$ cat src/rtl/ask_decim_slicer.sv
// ask_decim_slicer
//   Decimates matched-filter output to one sample per symbol at a selectable
//   phase and slices it into Gray-coded 4-ASK symbols. The decision threshold
//   is the block mean of |y|, reloaded every 2^AVG_LOG2 symbols. The slicer
//   error is reported for eye/MER measurement.
//
//   Optional feature macro: ERR_SQ_ACC_EN. When defined, the squared slicer
//   error is accumulated per block and mse_out reports the block mean. When
//   undefined, mse_out is constant 0.
//
// Ports
//   sys_clk     in   1        system clock
//   reset       in   1        asynchronous, active-high
//   sam_clk_en  in   1        sample strobe
//   sym_clk_en  in   1        symbol strobe (coincides with a sample strobe)
//   phase_sel   in   2        decimation phase 0..SPS-1
//   y_in        in   WIDTH    signed filter output
//   sym_out     out  2        Gray symbol: 00=-3d 01=-d 11=+d 10=+3d
//   sym_valid   out  1        one-cycle pulse, sym_out/err_out new
//   err_out     out  WIDTH    saturated y - ideal level
//   ref_level   out  WIDTH    threshold T = mean|y| (= 2d)
//   ref_update  out  1        one-cycle pulse when ref_level reloads
//   mse_out     out  2*WIDTH  block mean of err^2
module ask_decim_slicer #(
  parameter int                       WIDTH    = 18,
  parameter int                       SPS      = 4,
  parameter int                       AVG_LOG2 = 10,
  parameter logic signed [WIDTH-1:0]  REF_INIT = 18'sd32768
) (
  input  logic                     sys_clk,
  input  logic                     reset,
  input  logic                     sam_clk_en,
  input  logic                     sym_clk_en,
  input  logic [1:0]               phase_sel,
  input  logic signed [WIDTH-1:0]  y_in,
  output logic [1:0]               sym_out,
  output logic                     sym_valid,
  output logic signed [WIDTH-1:0]  err_out,
  output logic signed [WIDTH-1:0]  ref_level,
  output logic                     ref_update,
  output logic [2*WIDTH-1:0]       mse_out
);

  localparam int PH_W = (SPS > 1) ? $clog2(SPS) : 1;
  localparam int CW   = (PH_W > 2) ? PH_W : 2;
  localparam int AW   = WIDTH + AVG_LOG2;

  function automatic logic [WIDTH-1:0] abs_sat(input logic signed [WIDTH-1:0] v);
    if (v == $signed({1'b1, {(WIDTH-1){1'b0}}}))
      return {1'b0, {(WIDTH-1){1'b1}}};
    else if (v < 0)
      return WIDTH'(-v);
    else
      return WIDTH'(v);
  endfunction

  function automatic logic signed [WIDTH-1:0] sat_w(input logic signed [WIDTH+1:0] v);
    if (v > $signed({3'b000, {(WIDTH-1){1'b1}}}))
      return {1'b0, {(WIDTH-1){1'b1}}};
    else if (v < $signed({3'b111, {(WIDTH-1){1'b0}}}))
      return {1'b1, {(WIDTH-1){1'b0}}};
    else
      return v[WIDTH-1:0];
  endfunction

  logic [PH_W-1:0]         phase_q, phase_d;
  logic                    take;
  logic [AVG_LOG2-1:0]     cnt_q;
  logic                    wrap;
  logic [AW-1:0]           acc_q, acc_sum;
  logic [WIDTH-1:0]        abs_y;
  logic signed [WIDTH-1:0] ref_q, ref_calc;
  logic [1:0]              sym_q, sym_c;
  logic signed [WIDTH-1:0] err_q, err_c;
  logic                    vld_q, upd_q;
  logic signed [WIDTH+1:0] y_x, t_x, d_x, d3_x, ideal_x, err_x;

  // Phase counter: symbol strobe realigns to 0, other strobes advance mod SPS.
  always_comb begin
    phase_d = phase_q;
    if (sam_clk_en) begin
      if (sym_clk_en || (phase_q == PH_W'(SPS - 1)))
        phase_d = '0;
      else
        phase_d = phase_q + 1'b1;
    end
  end

  // phase_sel values beyond SPS-1 never match a counter value, so never take.
  assign take = sam_clk_en && (CW'(phase_d) == CW'(phase_sel));
  assign wrap = &cnt_q;

  // Slicer against the threshold in force before this take's update.
  always_comb begin
    y_x  = {{2{y_in[WIDTH-1]}}, y_in};
    t_x  = {{2{ref_q[WIDTH-1]}}, ref_q};
    d_x  = t_x >>> 1;
    d3_x = d_x + (d_x <<< 1);
    if (y_x >= t_x) begin
      sym_c   = 2'b10;
      ideal_x = d3_x;
    end else if (y_x >= 0) begin
      sym_c   = 2'b11;
      ideal_x = d_x;
    end else if (y_x >= -t_x) begin
      sym_c   = 2'b01;
      ideal_x = -d_x;
    end else begin
      sym_c   = 2'b00;
      ideal_x = -d3_x;
    end
    err_x = y_x - ideal_x;
    err_c = sat_w(err_x);
  end

  // Block mean of |y|; the closing sample is folded in before the divide.
  always_comb begin
    abs_y    = abs_sat(y_in);
    acc_sum  = acc_q + AW'(abs_y);
    ref_calc = $signed(WIDTH'(acc_sum >> AVG_LOG2));
    if (ref_calc == '0)
      ref_calc = {{(WIDTH-1){1'b0}}, 1'b1};
  end

  always_ff @(posedge sys_clk or posedge reset) begin
    if (reset) begin
      phase_q <= '0;
      cnt_q   <= '0;
      acc_q   <= '0;
      ref_q   <= REF_INIT;
      sym_q   <= '0;
      err_q   <= '0;
      vld_q   <= 1'b0;
      upd_q   <= 1'b0;
    end else begin
      phase_q <= phase_d;
      vld_q   <= take;
      upd_q   <= take && wrap;
      if (take) begin
        sym_q <= sym_c;
        err_q <= err_c;
        cnt_q <= cnt_q + 1'b1;
        if (wrap) begin
          acc_q <= '0;
          ref_q <= ref_calc;
        end else begin
          acc_q <= acc_sum;
        end
      end
    end
  end

`ifdef ERR_SQ_ACC_EN
  localparam int SW = 2*WIDTH + AVG_LOG2;

  logic signed [2*WIDTH-1:0] err_sq;
  logic [SW:0]               sq_sum;
  logic [SW-1:0]             sq_q, sq_next;
  logic [2*WIDTH-1:0]        mse_q;

  // One guard bit above the accumulator detects overflow for saturation.
  always_comb begin
    err_sq  = err_c * err_c;
    sq_sum  = {1'b0, sq_q} + (SW+1)'($unsigned(err_sq));
    sq_next = sq_sum[SW] ? {SW{1'b1}} : sq_sum[SW-1:0];
  end

  always_ff @(posedge sys_clk or posedge reset) begin
    if (reset) begin
      sq_q  <= '0;
      mse_q <= '0;
    end else if (take) begin
      if (wrap) begin
        sq_q  <= '0;
        mse_q <= (2*WIDTH)'(sq_next >> AVG_LOG2);
      end else begin
        sq_q  <= sq_next;
      end
    end
  end

  assign mse_out = mse_q;
`else
  assign mse_out = '0;
`endif

  assign sym_out    = sym_q;
  assign sym_valid  = vld_q;
  assign err_out    = err_q;
  assign ref_level  = ref_q;
  assign ref_update = upd_q;

endmodule

$ cat config.mk
export PLATFORM = sky130hd
export DESIGN_NAME = ask_decim_slicer
export DESIGN_NICKNAME = d
export VERILOG_FILES = /design/src/rtl/ask_decim_slicer.sv
export SDC_FILE = /design/constraint.sdc
export NUM_CORES = 1
export LEC_CHECK = 0
export BUFFER_PORTS_ARGS = -buffer_cell sky130_fd_sc_hd__buf_2
export CORE_ASPECT_RATIO = 1.5
export CORE_MARGIN = 2
export CORE_UTILIZATION = 30
export CTS_CLUSTER_DIAMETER = 60
export DETAILED_ROUTE_END_ITERATION = 10
export PLACE_DENSITY_LB_ADDON = 0.2
export SYNTH_ARGS = -nofsm -noshare
export SYNTH_HDL_FRONTEND = slang
export SYNTH_SLANG_ARGS = --single-unit
$ cat constraint.sdc
create_clock -name sys_clk -period 7.9 [get_ports sys_clk]
set_input_delay 0 -clock sys_clk [delete_from_list [all_inputs] [get_ports sys_clk]]
set_output_delay 0 -clock sys_clk [all_outputs]
set_load 0.02 [all_outputs]
==> metrics.txt, run 1 <==
Fillers=~3300; area delta synth->final=10.91%; Psw=just over 800 µW; CTS tree=done; final worst path period share=around 93%; Fin Clk Skew=~12 ps; RSZ-0062 raised after global routing=false; hold_sp=phase_sel[1]; Seq/Total Area, Yosys=a little over a fifth; cts bufs inserted=9; worst hold slack=304.1 ps; most frequent cells in the layout=156 x nand2_1, 111 x ha_1, 93 x o21ai_0; outcome=finished clean; share of the synthesized area in the top cell type=a little over a fifth; ANT cells=0; Synth Cell Area=9190 µm²; Die H=218.4 µm; Achievable Freq=about 140 MHz; PostCTS Resize Cnt=0; Hold Buf Count CTS=5; die width=146.9 µm; total track usage=between 10% and 20%; core area=30250 µm²; share of cells above drive strength 1=between 10% and 20%; post-synthesis register bit count=80; pre-CTS setup slack=between 600 and 700 ps; Final Hold Fails=0; Synth Area in Compound Gates=roughly 25%; most common cell after layout, fill and taps aside=nand2_1; setup violators final=0; sw frac=42.50%; Clock Path Buffers=2; final core occ=about 34%; Rows=78; Worst EP required=between 8000 and 9000 ps; Clock Power Share=between 20 and 25%; Cell Area, Placed=around 9800 µm²; Detailed Route WL=~30000 µm; worst r2r src=ref_level[2]; worst slew pin tran=between 1000 and 1500 ps; CTS sink cnt=80; via count=8516; Leakage Power=0.004631 µW; wire per inst=approximately 19 µm; Max FO, Critical Path=15; post-DP HPWL=between 20000 and 25000 µm; DRC=0; total grt overflow=0; die area=~32000 µm²; Slew Limit Fails=0; maximum number of pins on one net before global-route repair=80; Worst R2R End=err_out[4]; layout net count=roughly 1300; Post-Synth Simple-Gate Area=a little under a fifth; Final Instance Area=just over 10000 µm²; remaining antenna violation count=0; proportion of synthesized area in mux cells=1.715%; Post-Synthesis Cells=1153; Synth area leaders=dfrtp_1 22%, ha_1 15%, nand2_1 6.4%; type of the tightest min-delay check=in2reg; Hold EP=sym_out[0]; Vias/cell=approximately 5.3; Setup crit end kind=flip-flop; Post-Route Setup TNS=0 ps; Initial Utilization=30.38%; dominant synthesized flop cell=dfrtp_1; number of DRC markers in iteration 0=395; Adder-Cell Fraction of Synth Area=between 15 and 20%; RePlAce Congestion=between 0.9 and 1; Rel. slew slack=between 20% and 30%; Post-synth EDFFs=0; H-tree Lvls=3; antenna violations before repair=0; Cell Int Power=between 1000 and 1500 µW; async set-reset flop share out of synthesis=100.0%; vias in the first global route=about 8600; cell area power density=about 190 nW/µm²; Synth area leader=dfrtp_1; global-route wire length before repair=between 40000 and 50000 µm; CP peak stage delay=approximately 690 ps; Root Driver=clkbuf_16; maxcap violations=0; R2R depth=30; Flop pwr share=roughly 31%; Crit path arrival time=between 7000 and 8000 ps; hold depth=5; Setup CP Type=reg2reg; Syn Area/Cell=roughly 8 µm²; register area=between 2000 and 2500 µm²; Logic pwr share=46.0%; largest family of logic cells by synthesized area=compound AO/OA/AOI/OAI gates; Startpoint Class=flip-flop; Cell variety after synth=80; Clk pin slew, worst setup/hold paths=around 70 ps; IO buf count=63; Clock Latency Late Sink=approximately 360 ps; R2R setup slack=560 ps; area of the multi-input gates=about 6700 µm²; Critical-path top delay cell=or4b_2; maximum VDD drop=roughly 0.12 mV; final period demand of the worst path=approximately 7300 ps; first drt pass iteration count=5; Post-Synth XOR/XNOR Area=around 10%; Post-CTS Setup Inserts=0; I/O pin cnt=100; Ys Warns=0; Worst Slack Setup Final=563.4 ps
## registers in the layout (all words and copies together), names as in the netlist
register	cells
acc_q	28
err_out	18
ref_level	18
cnt_q	10
phase_q	2
sym_out	2
ref_update	1
sym_valid	1
## layer usage
| layer | up-vias | wire length (µm) | share of wire (%) | GRT usage [%] |
|---|---|---|---|---|
| li1 | 4229 | - | - | - |
| met1 | 4050 | 12500 | 42 | 21.43 |
| met2 | 185 | 15630 | 52 | 35.38 |
| met3 | 52 | 856 | 2.8 | 2.276 |
| met4 | 0 | 1126 | 3.7 | 8.077 |
| met5 | - | 0 | 0 | 0 |
## worst max-delay path: cells and delay by family (launching register included)
kind,cells,cell delay (ps)
buffers and inverters,2,390
adder cells (fa/ha/maj),3,970
AO/OA/AOI/OAI,12,2250
AND/OR/NAND/NOR,13,3160
flip-flops,1,440
## power groups by stage
stage / Clock [µW] / Sequential (µW) / Combinational [µW]
floorplan: 0 / 644 / 608
global placement: 0 / 606 / 883
detailed placement: 0 / 605 / 886
CTS: 455 / 599 / 892
global route: 471 / 610 / 993
finish: 444 / 596 / 885
## synth_stat cells, drive strengths merged (9+ instances only)
library cell,instances
nand2b,10
and3,16
a21oi,78
dfrtp,79
nor4,10
o311ai,13
mux2,11
nor2,77
nand3,30
a31oi,13
nand4,17
ha,111
nand2,157
clkbuf,32
a211oi,11
nor3,15
xor2,41
xnor2,61
buf,43
o31ai,22
o21a,9
inv,45
o21bai,9
o21ai,97
a21o,24
## worst max-delay path by stage
stage / from / to / slack, ps / cells after the start
floorplan: ref_level[2] / err_out[11] / 1030 / 32
global placement: ref_level[2] / err_out[2] / 880 / 29
detailed placement: ref_level[2] / err_out[2] / 660 / 29
CTS: ref_level[2] / err_out[4] / 620 / 29
global route: ref_level[2] / err_out[6] / 120 / 30
finish: ref_level[2] / err_out[4] / 560 / 30
## stage by stage
| stage | power, µW | instances |
|---|---|---|
| after global routing | 2074 | 1614 |
| after detailed placement | 1491 | 1593 |
| final | 1925 | 1614 |
| after floorplan | 1252 | 1188 |
| after CTS | 1946 | 1614 |
| after global placement | 1489 | 1593 |
## cell families (layout without fill, tap and decap cells)
group | count (synthesis) | count (layout)
adder cells (fa/ha/maj) | 114 | 114
other | 1 | 36
XOR/XNOR | 102 | 102
AO/OA/AOI/OAI | 346 | 346
buffers and inverters | 121 | 147
flip-flops | 80 | 80
multiplexers | 14 | 14
AND/OR/NAND/NOR | 375 | 375
## final cells by class
cell class                 instances  area share [%]
inverter                          46           1.706
sequential                        80           19.65
clock buffer                       9           2.210
clock inverter                     7          0.7979
timing repair buffer              85           4.837
multi-input combinational        987           65.88
tap                              400           4.910
(Power assumes the default switching activity.)
==> inputs of run 2 (changes only) <==
Settings changed: CAP_MARGIN from default to 15, CORE_UTILIZATION 30 to 31.
==> run 2 against run 1 <==
Compared with the run above: setup slack gained 84 ps; critical path depth down 2; highest routed layer unchanged; sequential share of layout area hardly changed; critical endpoint is now err_out[3]; fmax up 1.2%; hold slack got worse by 13 ps; first-iteration DRC count increased by 45%; die area shrank 3.2%; final cell count fell by 0.37%; total power is 0.41% higher.
==> metrics.txt, run 2 (same netlist as run 1, synthesis figures left out) <==
outcome=finished clean; final worst path period share=between 90% and 100%; most frequent cells in the layout=156 x nand2_1, 111 x ha_1, 93 x o21ai_0; I/O pin cnt=100; Crit path arrival time=roughly 7500 ps; Largest Register=acc_q; final period demand of the worst path=between 7000 and 8000 ps; Fin Clk Skew=roughly 10 ps; RSZ-0062 raised after global routing=false; vias in the first global route=around 8600; global-route wire length before repair=approximately 48000 µm; maxcap violations=0; CP peak stage delay=just under 700 ps; Initial Utilization=between 30% and 40%; Detailed Route WL=30500 µm; Critical-path top delay cell=or4b_2; Fillers=around 3200; worst slew pin tran=between 900 and 1000 ps; Post-Route Setup TNS=0 ps; Startpoint Class=flip-flop; Rel. slew slack=about a third; total grt overflow=0; Vias/cell=~5.4; CTS sink cnt=80; Die H=between 200 and 250 µm; Achievable Freq=approximately 140 MHz; post-DP HPWL=between 20000 and 25000 µm; maximum number of pins on one net before global-route repair=between 80 and 90; IO buf count=between 60 and 70; core area=between 20000 and 30000 µm²; Clk pin slew, worst setup/hold paths=70 ps; Rows=a little under 80; wire per inst=between 15 and 20 µm; Post-CTS Setup Inserts=0; Worst EP required=8170 ps; total track usage=slightly above 20%; ANT cells=0; DRC=0; first drt pass iteration count=6; area delta synth->final=11.11%; Slew Limit Fails=0; CTS tree=done; maximum VDD drop=approximately 0.094 mV; most common cell after layout, fill and taps aside=nand2_1; cts bufs inserted=9; register area=approximately 2000 µm²; share of cells above drive strength 1=a little under an eighth; total power=a little under 2000 µW; via count=8670; H-tree Lvls=3; die width=roughly 140 µm; cell area power density=approximately 190 nW/µm²; Max FO, Critical Path=15; Root Driver=clkbuf_16; RePlAce Congestion=~0.93; Clock Path Buffers=2; Final Hold Fails=0; Setup crit end kind=flip-flop; die area=slightly above 30000 µm²; type of the tightest min-delay check=in2async; max reg flops=28; setup violators final=0; layout net count=between 1000 and 1500; area of the multi-input gates=between 6000 and 7000 µm²; antenna violations before repair=0; Top cell by count, worst path=a21oi_1; Leakage Power=between 0.004 and 0.005 µW; remaining antenna violation count=0; Clock Latency Late Sink=around 360 ps; number of DRC markers in iteration 0=roughly 570; Setup CP Type=reg2reg
==> run 2: changes by cell type in the layout (fill, tap and decap cells not counted), sizes merged <==
cell         previous run  this run
inv                    45        48
clkinv                  4         3
clkinvlp                3         1
dlygate4sd3             5         4
==> run 2: cell type report <==
type	count	area share, %
clock inverter	7	0.7597
tap	395	4.840
inverter	46	1.703
sequential	80	19.62
clock buffer	9	2.206
multi-input combinational	987	65.95
timing repair buffer	84	4.926
==> run 2: worst max-delay path, delay by kind of cell, from the launching register on <==
family,cells,cell delay (ps)
buf+inv,2,390
mux,1,280
compound gates,10,2320
fa+ha+maj,3,860
simple gates,12,2870
flops,1,440
==> run 2: layer usage <==
metal  global-route usage [%]  vias up  routed length (µm)
met5                        0        -                   0
met4                    9.741        0                1526
met3                    2.696       70                1172
met2                    35.42      236               15360
met1                    23.66     4145               12440
li1                         -     4219                   -
==> run 2: final timing paths <==
| kind | start | to | slack, ps | depth (start not counted) |
|---|---|---|---|---|
| worst max-delay path | ref_level[2] | err_out[3] | 650 | 28 |
| worst max register to register | ref_level[2] | err_out[3] | 650 | 28 |
| worst min register to register | cnt_q[4] | cnt_q[4] | 470 | 1 |
| max in group asynchronous | reset | ref_level[15] | 6950 | 5 |
| worst min-delay path | reset | acc_q[20] | 290 | 4 |
| min in group sys_clk | phase_sel[1] | err_out[0] | 290 | 5 |
==> run 2: repair_timing <==
action                                  in CTS  in global routing
hold endpoints to repair                     2                 31
endpoints found under the setup margin       0                 15
gates resized for setup                      0                  3
hold buffers                                 3                  1
==> run 2: power breakdown <==
group          switching (µW)  internal [µW]  total [µW]
Sequential               77.0            518         595
Combinational             550            343         893
Clock                     196            249         444
Total                     822           1110        1930
==> run 2: through the flow <==
stage	setup slack, ps	utilization (%)	instance area (µm²)	cells	hold WS, ps
final	647.2	34.86	10210	1608	290.8
after detailed placement	500.0	33.54	9822	1587	259.5
after global placement	768.7	33.54	9822	1587	252.3
after CTS	467.0	34.67	10150	1606	41.65
after global routing	69.99	34.86	10210	1608	320.2
after floorplan	1028	-	9321	1188	96.45
==> inputs of run 3 (changes only) <==
Settings changed: RECOVER_POWER from default to 25.
==> run 3 against run 2 <==
Compared with the run above: the run now ends with max-capacitance violations, max-slew violations left; sequential power about the same; via count down 0.62%; critical path depth unchanged; routed wire length about the same; first-iteration DRC count up 2.3%; die area unchanged; fmax up 0.41%; register-to-register slack better by 30 ps; clock power about the same; final area down 0.27%; non-clock buffer count unchanged; sequential share of layout area up 0.053 points; highest routed layer unchanged.
==> metrics.txt, run 3 (same netlist as run 1, synthesis figures left out) <==
RePlAce Congestion=between 0.9 and 1; Post-Route Setup TNS=0 ps; H-tree Lvls=3; most common cell after layout, fill and taps aside=nand2_1; CTS sink cnt=80; Rows=between 70 and 80; total grt overflow=0; layout net count=between 1000 and 1500; Cell Area, Placed=a little under 10000 µm²; Crit path arrival time=7490 ps; max reg flops=28; wire per inst=~19 µm; area of the multi-input gates=between 6000 and 7000 µm²; Setup CP Type=reg2reg; Root Driver=clkbuf_16; final period demand of the worst path=7223 ps; Max FO, Critical Path=15; Post-CTS Setup Inserts=0; type of the tightest min-delay check=in2reg; failing checks=max-capacitance violations, max-slew violations; CTS tree=done; Worst EP required=between 8000 and 9000 ps; worst path buffer plus inverter count=2; cts bufs inserted=9; CP peak stage delay=about 700 ps; Startpoint Class=flip-flop; Clock Latency Late Sink=roughly 360 ps; Rel. slew slack=-41.31%; Detailed Route WL=30500 µm; share of cells above drive strength 1=a little under 10%; maxcap violations=1; die width=around 140 µm; Top cell by count, worst path=a21oi_1; ANT cells=0; Initial Utilization=roughly a third; Slew Limit Fails=32; Fillers=approximately 3200; antenna violations before repair=0; global-route wire length before repair=about 48000 µm; Fin Clk Skew=about 10 ps; worst slew pin tran=around 2100 ps; Leakage Power=0.004575 µW; register area=about 2000 µm²; Clk pin slew, worst setup/hold paths=approximately 70 ps; area delta synth->final=10.81%; via count=~8600; Achievable Freq=138.4 MHz; Vias/cell=5.358; cell area power density=approximately 190 nW/µm²; maximum number of pins on one net before global-route repair=81; most frequent cells in the layout=156 x nand2_1, 111 x ha_1, 93 x o21ai_0; Critical-path top delay cell=or4b_2; DRC=0; Clock Path Buffers=2; Setup crit end kind=flip-flop; IO buf count=63; maximum VDD drop=slightly above 0.09 mV; Die H=around 210 µm; Largest Register=acc_q; remaining antenna violation count=0; die area=a little over 30000 µm²; core area=29290 µm²; I/O pin cnt=100; Top delay family on crit path=simple AND/OR/NAND/NOR gates; setup violators final=0; RSZ-0062 raised after global routing=false; worst hold slack=~290 ps; vias in the first global route=8608; final worst path period share=91.43%; Final Hold Fails=0; first drt pass iteration count=6; post-DP HPWL=roughly 24000 µm; outcome=finished with violations; total track usage=20.12%; number of DRC markers in iteration 0=between 500 and 600; Final Instance Area=10180 µm²
## run 3: repair_timing
item	CTS	global route
hold endpoints to repair	2	31
setup endpoints to repair	0	15
hold buffers	3	1
resized for setup	0	3
## run 3: final cells by class
type / instances / area share, %
Tap cell: 395 / 4.853
Inverter: 46 / 1.708
Sequential cell: 80 / 19.67
Clock inverter: 7 / 0.7618
Timing Repair Buffer: 84 / 4.669
Multi-Input combinational cell: 987 / 66.13
Clock buffer: 9 / 2.212
## run 3: metal layers
layer	share of wire, %	global-route usage, %
met1	41	23.66
met5	0	0
met3	3.6	2.696
met2	50	35.42
met4	5.0	9.741
## run 3: final timing paths
path | start | end | slack (ps) | cells after the start
hold reg to reg | cnt_q[4] | cnt_q[4] | 480 | 1
min in group asynchronous | reset | acc_q[20] | 970 | 4
max in group asynchronous | reset | acc_q[1] | 5720 | 4
setup / recovery | ref_level[2] | err_out[3] | 680 | 28
hold / removal | phase_sel[1] | err_out[0] | 290 | 5
setup reg to reg | ref_level[2] | err_out[3] | 680 | 28
## run 3: metrics by stage
stage               instances  total power (µW)  util [%]  setup slack, ps
finish                   1608              1922     34.77            676.7
global route             1608              2072     34.77            69.99
CTS                      1606              1950     34.67            467.0
detailed placement       1587              1492     33.54            500.0
global placement         1587              1485     33.54            768.7
floorplan                1188              1252         -             1028
## run 3: worst reg2reg max path, delay by kind of cell (launching register included)
kind | cells | cell delay [ps]
multiplexers | 1 | 280
buffers and inverters | 2 | 390
AO/OA/AOI/OAI | 10 | 2330
adder cells (fa/ha/maj) | 3 | 860
flip-flops | 1 | 440
AND/OR/NAND/NOR | 12 | 2840
## run 3: power by group
group	total (µW)	switching, µW	internal (µW)
clock network	444	195	249
logic	881	550	331
registers	597	78.4	518
total	1920	823	1100
